[src/rtl/dmem_write_buffer_pkg.sv]
// Shared definitions for the data-memory write buffer.
// Holds the FSM state encoding, the default buffer depth and the helper
// that sizes the FIFO pointers (the occupancy count is one bit wider).
package dmem_write_buffer_pkg;

  localparam int unsigned DEPTH_DEFAULT = 4;

  typedef enum logic [1:0] {
    StIdle  = 2'd0,  // nothing on the memory bus
    StWrite = 2'd1,  // head entry on the bus
    StRead  = 2'd2,  // load miss on the bus
    StDone  = 2'd3   // captured load data presented to the CPU
  } state_e;

  // Pointer width for a power-of-two depth.
  function automatic int unsigned ptr_width(input int unsigned depth);
    return $clog2(depth);
  endfunction

endpackage

[src/rtl/wbuf_cam.sv]
// Posted-write storage with FIFO pointers, occupancy count and an associative
// lookup that returns the youngest entry matching a word address.
// Ports:
//   i_clk, i_rst_n             clock, asynchronous active-low reset
//   i_push, i_push_addr/data   enqueue one {word address, data} entry
//   i_pop                      retire the head entry
//   i_lookup_addr              word address to search for load forwarding
//   o_hit, o_hit_data          youngest matching entry
//   o_head_addr/data           oldest entry
//   o_next_addr/data           entry behind the head (valid when o_multi)
//   o_full, o_empty, o_multi   occupancy == DEPTH, == 0, > 1
module wbuf_cam
  import dmem_write_buffer_pkg::*;
#(
  parameter int unsigned DEPTH = DEPTH_DEFAULT
) (
  input  logic        i_clk,
  input  logic        i_rst_n,
  input  logic        i_push,
  input  logic [29:0] i_push_addr,
  input  logic [31:0] i_push_data,
  input  logic        i_pop,
  input  logic [29:0] i_lookup_addr,
  output logic        o_hit,
  output logic [31:0] o_hit_data,
  output logic [29:0] o_head_addr,
  output logic [31:0] o_head_data,
  output logic [29:0] o_next_addr,
  output logic [31:0] o_next_data,
  output logic        o_full,
  output logic        o_empty,
  output logic        o_multi
);

  localparam int unsigned PW = ptr_width(DEPTH);
  localparam int unsigned CW = PW + 1;

  logic [29:0]   r_addr [DEPTH];
  logic [31:0]   r_data [DEPTH];
  logic [PW-1:0] r_wptr;
  logic [PW-1:0] r_rptr;
  logic [CW-1:0] r_count;
  logic [PW-1:0] w_rptr_nx;
  logic [PW-1:0] w_idx;

  // Pointers wrap naturally because DEPTH is a power of two.
  always_ff @(posedge i_clk or negedge i_rst_n) begin
    if (!i_rst_n) begin
      r_wptr  <= '0;
      r_rptr  <= '0;
      r_count <= '0;
    end else begin
      if (i_push) r_wptr <= r_wptr + 1'b1;
      if (i_pop)  r_rptr <= r_rptr + 1'b1;
      unique case ({i_push, i_pop})
        2'b10:   r_count <= r_count + 1'b1;
        2'b01:   r_count <= r_count - 1'b1;
        default: r_count <= r_count;
      endcase
    end
  end

  // Payload needs no reset: validity comes from the pointers and count.
  always_ff @(posedge i_clk) begin
    if (i_push) begin
      r_addr[r_wptr] <= i_push_addr;
      r_data[r_wptr] <= i_push_data;
    end
  end

  // Scan oldest to youngest so the last match wins. The entry currently on
  // the bus is still counted until it is popped.
  always_comb begin
    o_hit      = 1'b0;
    o_hit_data = '0;
    w_idx      = '0;
    for (int k = 0; k < DEPTH; k++) begin
      w_idx = r_rptr + PW'(k);
      if ((CW'(k) < r_count) && (r_addr[w_idx] == i_lookup_addr)) begin
        o_hit      = 1'b1;
        o_hit_data = r_data[w_idx];
      end
    end
  end

  assign w_rptr_nx   = r_rptr + 1'b1;
  assign o_head_addr = r_addr[r_rptr];
  assign o_head_data = r_data[r_rptr];
  assign o_next_addr = r_addr[w_rptr_nx];
  assign o_next_data = r_data[w_rptr_nx];
  assign o_full      = (r_count == CW'(DEPTH));
  assign o_empty     = (r_count == '0);
  assign o_multi     = (r_count > CW'(1));

endmodule

[src/rtl/dmem_write_buffer.sv]
// Data-memory write buffer between a CPU and a single-port memory.
// Stores are posted into a FIFO and retired oldest first; loads forward from
// the youngest matching entry, otherwise the buffer drains and a read is issued.
// Ports:
//   CLK, RST                      clock, asynchronous active-low reset
//   DM_CS, DM_R, DM_W             CPU select / load / store
//   DMEM_ADDR, W_DATA, R_DATA     CPU address, store data, load data
//   STALL                         CPU freeze
//   EMPTY                         no pending writes and no transfer active
//   MEM_REQ, MEM_WE, MEM_ADDR,
//   MEM_WDATA                     registered memory request
//   MEM_ACK, MEM_RDATA            memory completion and read data
module dmem_write_buffer
  import dmem_write_buffer_pkg::*;
#(
  parameter int unsigned DEPTH = DEPTH_DEFAULT
) (
  input  logic        CLK,
  input  logic        RST,
  input  logic        DM_CS,
  input  logic        DM_R,
  input  logic        DM_W,
  input  logic [31:0] DMEM_ADDR,
  input  logic [31:0] W_DATA,
  output logic [31:0] R_DATA,
  output logic        STALL,
  output logic        EMPTY,
  output logic        MEM_REQ,
  output logic        MEM_WE,
  output logic [31:0] MEM_ADDR,
  output logic [31:0] MEM_WDATA,
  input  logic        MEM_ACK,
  input  logic [31:0] MEM_RDATA
);

  state_e      r_state, w_state_next;
  logic        r_mem_req, w_mem_req_next;
  logic        r_mem_we, w_mem_we_next;
  logic [31:0] r_mem_addr, w_mem_addr_next;
  logic [31:0] r_mem_wdata, w_mem_wdata_next;
  logic [31:0] r_rdata, w_rdata_next;

  logic        w_load, w_store, w_push, w_pop, w_ack;
  logic        w_hit, w_full, w_empty, w_multi;
  logic [31:0] w_hit_data, w_head_data, w_next_data;
  logic [29:0] w_head_addr, w_next_addr;
  logic        w_unused;

  assign w_unused = ^DMEM_ADDR[1:0];

  // Both DM_R and DM_W high counts as a load.
  assign w_load  = DM_CS & DM_R;
  assign w_store = DM_CS & DM_W & ~DM_R;
  assign w_push  = w_store & ~w_full;
  assign w_ack   = MEM_ACK & r_mem_req;
  assign w_pop   = (r_state == StWrite) & w_ack;

  wbuf_cam #(
    .DEPTH(DEPTH)
  ) u_cam (
    .i_clk         (CLK),
    .i_rst_n       (RST),
    .i_push        (w_push),
    .i_push_addr   (DMEM_ADDR[31:2]),
    .i_push_data   (W_DATA),
    .i_pop         (w_pop),
    .i_lookup_addr (DMEM_ADDR[31:2]),
    .o_hit         (w_hit),
    .o_hit_data    (w_hit_data),
    .o_head_addr   (w_head_addr),
    .o_head_data   (w_head_data),
    .o_next_addr   (w_next_addr),
    .o_next_data   (w_next_data),
    .o_full        (w_full),
    .o_empty       (w_empty),
    .o_multi       (w_multi)
  );

  always_ff @(posedge CLK or negedge RST) begin
    if (!RST) begin
      r_state     <= StIdle;
      r_mem_req   <= 1'b0;
      r_mem_we    <= 1'b0;
      r_mem_addr  <= '0;
      r_mem_wdata <= '0;
      r_rdata     <= '0;
    end else begin
      r_state     <= w_state_next;
      r_mem_req   <= w_mem_req_next;
      r_mem_we    <= w_mem_we_next;
      r_mem_addr  <= w_mem_addr_next;
      r_mem_wdata <= w_mem_wdata_next;
      r_rdata     <= w_rdata_next;
    end
  end

  always_comb begin
    w_state_next     = r_state;
    w_mem_req_next   = r_mem_req;
    w_mem_we_next    = r_mem_we;
    w_mem_addr_next  = r_mem_addr;
    w_mem_wdata_next = r_mem_wdata;
    w_rdata_next     = r_rdata;
    unique case (r_state)
      StIdle: begin
        // Pending writes always go first, so a load miss drains the buffer.
        if (!w_empty) begin
          w_state_next     = StWrite;
          w_mem_req_next   = 1'b1;
          w_mem_we_next    = 1'b1;
          w_mem_addr_next  = {w_head_addr, 2'b00};
          w_mem_wdata_next = w_head_data;
        end else if (w_load && !w_hit) begin
          w_state_next    = StRead;
          w_mem_req_next  = 1'b1;
          w_mem_we_next   = 1'b0;
          w_mem_addr_next = {DMEM_ADDR[31:2], 2'b00};
        end
      end
      StWrite: begin
        if (w_ack) begin
          // Chain straight to the next entry; an entry pushed into a buffer
          // holding only the head is picked up from idle instead.
          if (w_multi) begin
            w_mem_addr_next  = {w_next_addr, 2'b00};
            w_mem_wdata_next = w_next_data;
          end else begin
            w_state_next   = StIdle;
            w_mem_req_next = 1'b0;
            w_mem_we_next  = 1'b0;
          end
        end
      end
      StRead: begin
        if (w_ack) begin
          w_state_next   = StDone;
          w_mem_req_next = 1'b0;
          w_rdata_next   = MEM_RDATA;
        end
      end
      StDone: w_state_next = StIdle;
      default: w_state_next = StIdle;
    endcase
  end

  assign STALL     = (w_store & w_full) | (w_load & ~w_hit & (r_state != StDone));
  assign R_DATA    = (w_load & w_hit) ? w_hit_data : r_rdata;
  assign EMPTY     = w_empty & ~r_mem_req;
  assign MEM_REQ   = r_mem_req;
  assign MEM_WE    = r_mem_we;
  assign MEM_ADDR  = r_mem_addr;
  assign MEM_WDATA = r_mem_wdata;

endmodule

[config.mk]
export PLATFORM = sky130hd
export DESIGN_NAME = dmem_write_buffer
export DESIGN_NICKNAME = d
export VERILOG_FILES = /design/src/rtl/dmem_write_buffer_pkg.sv /design/src/rtl/wbuf_cam.sv /design/src/rtl/dmem_write_buffer.sv
export SDC_FILE = /design/constraint.sdc
export NUM_CORES = 1
export LEC_CHECK = 0
export ABC_CLOCK_PERIOD_IN_PS = 3400
export CORE_ASPECT_RATIO = 1.5
export CORE_UTILIZATION = 45
export DETAILED_ROUTE_END_ITERATION = 6
export PLACE_DENSITY = 0.67
export SLEW_MARGIN = 20
export SYNTH_ARGS = -nofsm -noshare
export SYNTH_HDL_FRONTEND = slang
export SYNTH_SLANG_ARGS = --single-unit
[constraint.sdc]
create_clock -name CLK -period 3.4 [get_ports CLK]
set_input_delay 0.68 -clock CLK [delete_from_list [all_inputs] [get_ports CLK]]
set_output_delay 0.68 -clock CLK [all_outputs]
set_load 0.01 [all_outputs]
# Word-level counts from Yosys, hierarchy flattened

Memory sizes are Yosys's and may differ from the RTL's.
Index checks and enable logic that the tools add are counted.

Bits in writable memories: 248
Memories: 2
Bits in read-only memories: 0
Bits in registers: 107
Bits in latches: 0

Eq/ne operators: 17
Mux-type cells: 36
Reduce and logical (&&, ||, !) cells: 17
Divide/modulo/power cells: 0
Bitwise operators: 16
Add/subtract/negate cells: 6
Shift operators: 0
$mul: 0
Magnitude comparators: 5

Memories:

| name         | depth | width | rd ports | clocked after Yosys merged registers in | write ports | line           | text |
|---|---|---|---|---|---|---|---|
| u_cam.r_data | 4     | 32    | 4        | 0                                       | 1           | wbuf_cam.sv:39 | `logic [31:0] r_data [DEPTH];` |
| u_cam.r_addr | 4     | 30    | 4        | 0                                       | 1           | wbuf_cam.sv:38 | `logic [29:0] r_addr [DEPTH];` |

Operator list:

| cell                                                                             | count |
|---|---|
| 32-bit 2-to-1 mux                                                                | 12 |
| 32-bit one-hot mux with 2 select lines                                           | 2 |
| 30-bit == test                                                                   | 4 |
| 4-bit AND reduction                                                              | 4 |
| 1-bit 2-to-1 mux                                                                 | 13 |
| 1-bit bitwise AND                                                                | 11 |
| 2-bit 2-to-1 mux                                                                 | 5 |
| 2-bit != test (second input constant)                                            | 5 |
| 2-bit one-hot mux with 4 select lines                                            | 1 |
| 2-bit == test (second input constant)                                            | 3 |
| 1-bit by 3-bit less-than comparator with 1-bit output (first input constant)     | 2 |
| 2-bit by 3-bit less-than comparator with 1-bit output (first input constant)     | 2 |
| 3-bit one-hot mux with 2 select lines                                            | 1 |
| 1-bit logical AND                                                                | 5 |
| 5-bit AND reduction                                                              | 1 |
| 2-bit by 1-bit adder with 2-bit output (second input constant)                   | 2 |
| 2-bit adder (second input constant)                                              | 2 |
| 2-bit by 1-bit == test with 1-bit output (second input constant)                 | 2 |
| 1-bit inverter                                                                   | 4 |
| 2-bit nonzero test                                                               | 2 |
| 3-bit by 1-bit adder with 3-bit output (second input constant)                   | 1 |
| 3-bit == test (second input constant)                                            | 1 |
| 3-bit by 1-bit greater-than comparator with 1-bit output (second input constant) | 1 |
| 3-bit zero test                                                                  | 1 |
| 10 further kinds                                                                 | 10 |

# Longest topological paths before layout

An unclocked memory read counts as a cell.

Depth after elaboration: 12
Depth in mapped cells: 15
Mapped depth without buffers: 11

# Hierarchy

From an unflattened synthesis, not the netlist that was laid out.

Cell total of the unflattened synthesis: 1882
Area, all modules: 22434.0 um^2

By module, submodules not included:

| module            | cells each | area each (um^2) | seq. area each (um^2) | instances |
|---|---|---|---|---|
| wbuf_cam          | 1396       | 17262.8          | 7622.3                | 1 |
| dmem_write_buffer | 486        | 5171.2           | 2452.4                | 1 |

# Worst setup path before layout

Ideal clock, no wire load.

Kind: in2out
From: input port DMEM_ADDR[7]
To: output port R_DATA[23]
Arrival time: 2.990 ns
Path slack: -0.270 ns
Stages: 10
Path through: clkbuf_1 > or2_2 > nor2_1 > a2111oi_2 > o2111ai_1 > nor4_4 > and2_1 > o41ai_4 > buf_2 > o31ai_1

Longest elaborated chain between the ends: 8

Ends and longest elaborated chain:

| what                           | line                     | text |
|---|---|---|
| from (decl)                    | dmem_write_buffer.sv:23  | `input logic [31:0] DMEM_ADDR,` |
| 30-bit == test                 | wbuf_cam.sv:79           | `if ((CW'(k) < r_count) && (r_addr[w_idx] == i_lookup_addr)) begin` |
| 1-bit logical AND              | wbuf_cam.sv:79           |  |
| 1-bit 2-to-1 mux (4 in series) | wbuf_cam.sv:79           |  |
| 1-bit bitwise AND              | dmem_write_buffer.sv:147 | `assign R_DATA = (w_load & w_hit) ? w_hit_data : r_rdata;` |
| 32-bit 2-to-1 mux *            | dmem_write_buffer.sv:147 |  |
| to (decl)                      | dmem_write_buffer.sv:25  | `output logic [31:0] R_DATA,` |

Mark *: on every way between the ends. The rest lies on a longest branch, timed or not.

# Worst setup path in the final report

From: register u_cam.r_rptr[1]
To: output port R_DATA[14]

Longest elaborated chain between the ends: 9

Ends and longest elaborated chain:

| what                                                                        | line                     | text |
|---|---|---|
| from (decl)                                                                 | wbuf_cam.sv:41           | `logic [PW-1:0] r_rptr;` |
| from (signal assigned)                                                      | wbuf_cam.sv:54           | `if (i_pop) r_rptr <= r_rptr + 1'b1;` |
| 2-bit by 1-bit adder with 2-bit output or memory 4 x 30 bit (tied branches) | n/a                      |  |
| memory 4 x 30 bit or 30-bit == test (tied branches)                         | n/a                      |  |
| 30-bit == test or 1-bit logical AND (tied branches)                         | wbuf_cam.sv:79           |  |
| 1-bit logical AND or 1-bit 2-to-1 mux (tied branches)                       | wbuf_cam.sv:79           |  |
| 1-bit 2-to-1 mux (3 in series)                                              | wbuf_cam.sv:79           |  |
| 1-bit bitwise AND                                                           | dmem_write_buffer.sv:147 |  |
| 32-bit 2-to-1 mux *                                                         | dmem_write_buffer.sv:147 |  |

Marks and branches as above.

==> impl_metrics.json <==
{
  "fp.dieArea_um2": 50800,
  "worstSetupStartpoint": "u_cam.r_rptr[1]$_DFFE_PN0P_",
  "setup_viol": 67,
  "cts-root-buf": "clkbuf_16",
  "io-pin-count": 202,
  "die_y_um": 276,
  "violations": "negative setup slack",
  "routed_via_density": 5.97,
  "grt_first_pass_wirelength_um": 111000,
  "io_buffers": 197,
  "setup_tns_ns": -75.34,
  "cts_max_level": 2,
  "rsz0062_at_grt": "yes",
  "dp.final_hpwl_um": 51000,
  "synth_cells": 1769,
  "wl_per_cell_um": 25.4,
  "coreArea_um2": 48900,
  "postCtsHoldBufs": 0,
  "path_delay_family": "buffers and inverters",
  "layout-drive-gt1-share_pct": 40.9,
  "rr_endpoint": "MEM_ADDR[10]$_DFFE_PN0P_",
  "timing.fmax_mhz": 203,
  "reg2reg_depth": 24,
  "drt_iter0_markers": 1456,
  "powerDensity_nw_per_um2": 817,
  "grt_pass1_vias": 18168,
  "setup_ws_ns": -1.52,
  "crit_fanout": 8,
  "vdd_drop_max_mv": 0.492,
  "slew_violations": 0,
  "netlist_area_um2": 22400,
  "maxSlewHeadroom_pct": 43.5,
  "cp-end-kind": "primary output",
  "worst-setup-path-type": "flop to primary output",
  "p_leak_uw": 0.0121,
  "drc": 0,
  "clockBufferDepth": 3,
  "holdCritPathClass": "input pin to asynchronous set/reset pin",
  "globalRouteTotalUtil_pct": 29.8,
  "clock_latency_ns": 0.56,
  "numCtsBuffers": 38,
  "place_congestion": 1.02,
  "tritoncts": "done",
  "ys_types": 69,
  "cp.depth": 20,
  "antenna_left": 0,
  "cts.sinks": 353,
  "post-route-min-period_ns": 4.92,
  "ff2ff_setup_slack_ns": -0.96,
  "fillCellCount": 3613,
  "avgSynthCellArea_um2": 12.7,
  "wl_um": 76200,
  "die_w_um": 184,
  "async_reset_ff_share_pct": 29.7,
  "dpl_worst_slack_ns": -1.59,
  "grt.overflow.total": 0,
  "grt_max_degree": 65,
  "hold_violations": 0,
  "final_core_util_pct": 64.3,
  "worstPathCellList": "buf_8, buf_12, buf_16, buf_8, buf_6, mux2i_4, buf_6, mux2i_4, xnor2_2, nand4_1, nor4_4, buf_4, buf_4, and2_4, o41ai_4, buf_4, buf_8, buf_16, o31ai_4, buf_2",
  "period_share_pct": 145,
  "fin_cells": 2994,
  "worstMarginPinSlew_ns": 0.848,
  "cp_slowest_stage_delay_ns": 0.50,
  "row_count": 99,
  "outcome": "finished with violations",
  "start_kind": "flop",
  "drv_cap": 0,
  "initial_core_util_pct": 45.9,
  "cp.required_ns": 2.72,
  "dp.cells": 2845,
  "path_buf_inv": 12,
  "yosysSeqAreaShare_pct": 44.9,
  "synth_top_flop_cell": "edfxtp_1",
  "r2r_start": "u_cam.r_rptr[1]$_DFFE_PN0P_",
  "dr.pass1.iters": 7,
  "slowest_stage": "dfrtp_4",
  "fin_hold_ws_ns": 0.0458,
  "yosysWarnings": 0,
  "antenna_found_initial": 1,
  "area_growth_pct": 40.2,
  "fin_nets": 2424,
  "synth-seq-cells": 353,
  "vias": 17872,
  "synth-edff-count": 248,
  "clk_pin_slew_worst_paths_ns": 0.06,
  "clock_skew_ns": 0.0136,
  "worst_ep_arrival_time_ns": 4.24
}
per-layer routing:
metal,vias up,global-route usage (%),part of all wire [%]
met2,829,53.5,52
met5,-,0,0
met1,8948,32.2,34
met3,243,3.96,5.8
li1,7852,-,-
met4,0,20.9,7.6
worst max path at each step:
stage,end,slack [ns]
2_1_floorplan,R_DATA[1],-0.14
3_3_place_gp,R_DATA[27],-1.60
3_5_place_dp,R_DATA[27],-1.59
4_1_cts,R_DATA[21],-1.54
5_1_grt,R_DATA[14],-1.61
6_report,R_DATA[14],-1.52
cell type report:
class / count / area [um^2] / area share [%]
multi-input cells: 1204 / 12800 / 40.5
repair buffers: 654 / 6250 / 19.9
diodes: 1 / 2.50 / 0.00795
flip-flops and latches: 353 / 10100 / 32.0
clock inverters: 23 / 310 / 0.986
inverters: 56 / 214 / 0.680
well taps: 656 / 821 / 2.61
clock buffers: 47 / 1030 / 3.26
through the flow:
| stage | instance area [um^2] | total power [uW] |
|---|---|---|
| 6_report | 31500 | 25700 |
| 5_1_grt | 31500 | 26900 |
| 4_1_cts | 30800 | 25200 |
| 3_5_place_dp | 28000 | 20000 |
| 3_3_place_gp | 28000 | 19700 |
| 2_1_floorplan | 22800 | 14700 |
logic make-up after synthesis:
kind of cell	after synthesis	synth area share [%]
buf+inv	213	4.48
flops	353	44.9
other cells	1	0.0167
mux	451	29.5
compound gates	264	8.08
fa+ha+maj	15	0.836
xor+xnor	101	3.94
simple gates	371	8.27
synthesized netlist by cell type, drive strengths merged, types with 13 or more instances:
cell type	n	share of area [%]
a211oi	49	1.6
a21oi	70	1.6
and2	51	1.4
buf	89	2.4
clkbuf	68	1.2
dfrtp	105	12
edfxtp	248	33
ha	15	0.84
inv	56	0.94
mux2	66	3.8
mux2i	232	10
mux4	153	15
nand2	129	2.2
nand3	39	0.87
nor2	59	0.99
nor2b	37	1.0
nor4	13	0.52
o21ai	29	0.65
o31ai	37	1.2
xnor2	88	3.4
xor2	13	0.51
sequential cells by signal, indices dropped and copies added, names as in the netlist:
signal,flops
u_cam.r_count,3
r_rdata,32
MEM_WE,1
u_cam.r_wptr,2
MEM_WDATA,32
u_cam.r_rptr,2
u_cam.r_addr,120
r_state,2
MEM_REQ,1
MEM_ADDR,30
u_cam.r_data,128
layout by cell type (no fill, tap or decap), drive strengths merged, types with 37 or more instances in the layout:
| cell | n |
|---|---|
| a211oi | 49 |
| a21oi | 70 |
| and2 | 51 |
| buf | 487 |
| clkbuf | 49 |
| clkdlybuf4s50 | 163 |
| dfrtp | 105 |
| edfxtp | 248 |
| inv | 58 |
| mux2 | 66 |
| mux2i | 232 |
| mux4 | 153 |
| nand2 | 129 |
| nand3 | 39 |
| nor2 | 59 |
| nor2b | 37 |
| o31ai | 37 |
| xnor2 | 88 |
power breakdown:
part	total [uW]	internal [uW]	switching, uW
Sequential	6010	5460	545
Combinational	15200	7850	7340
Clock	4510	2690	1820
Total	25700	16000	9700
timing repair:
item / CTS / global route
setup buffers: 54 / 18
pin swaps: 27 / 33
gates cloned: 16 / 2
gates resized for setup: 276 / 116
endpoints found under the setup margin: 67 / 67
No activity file was read; power rests on OpenSTA's default activity.
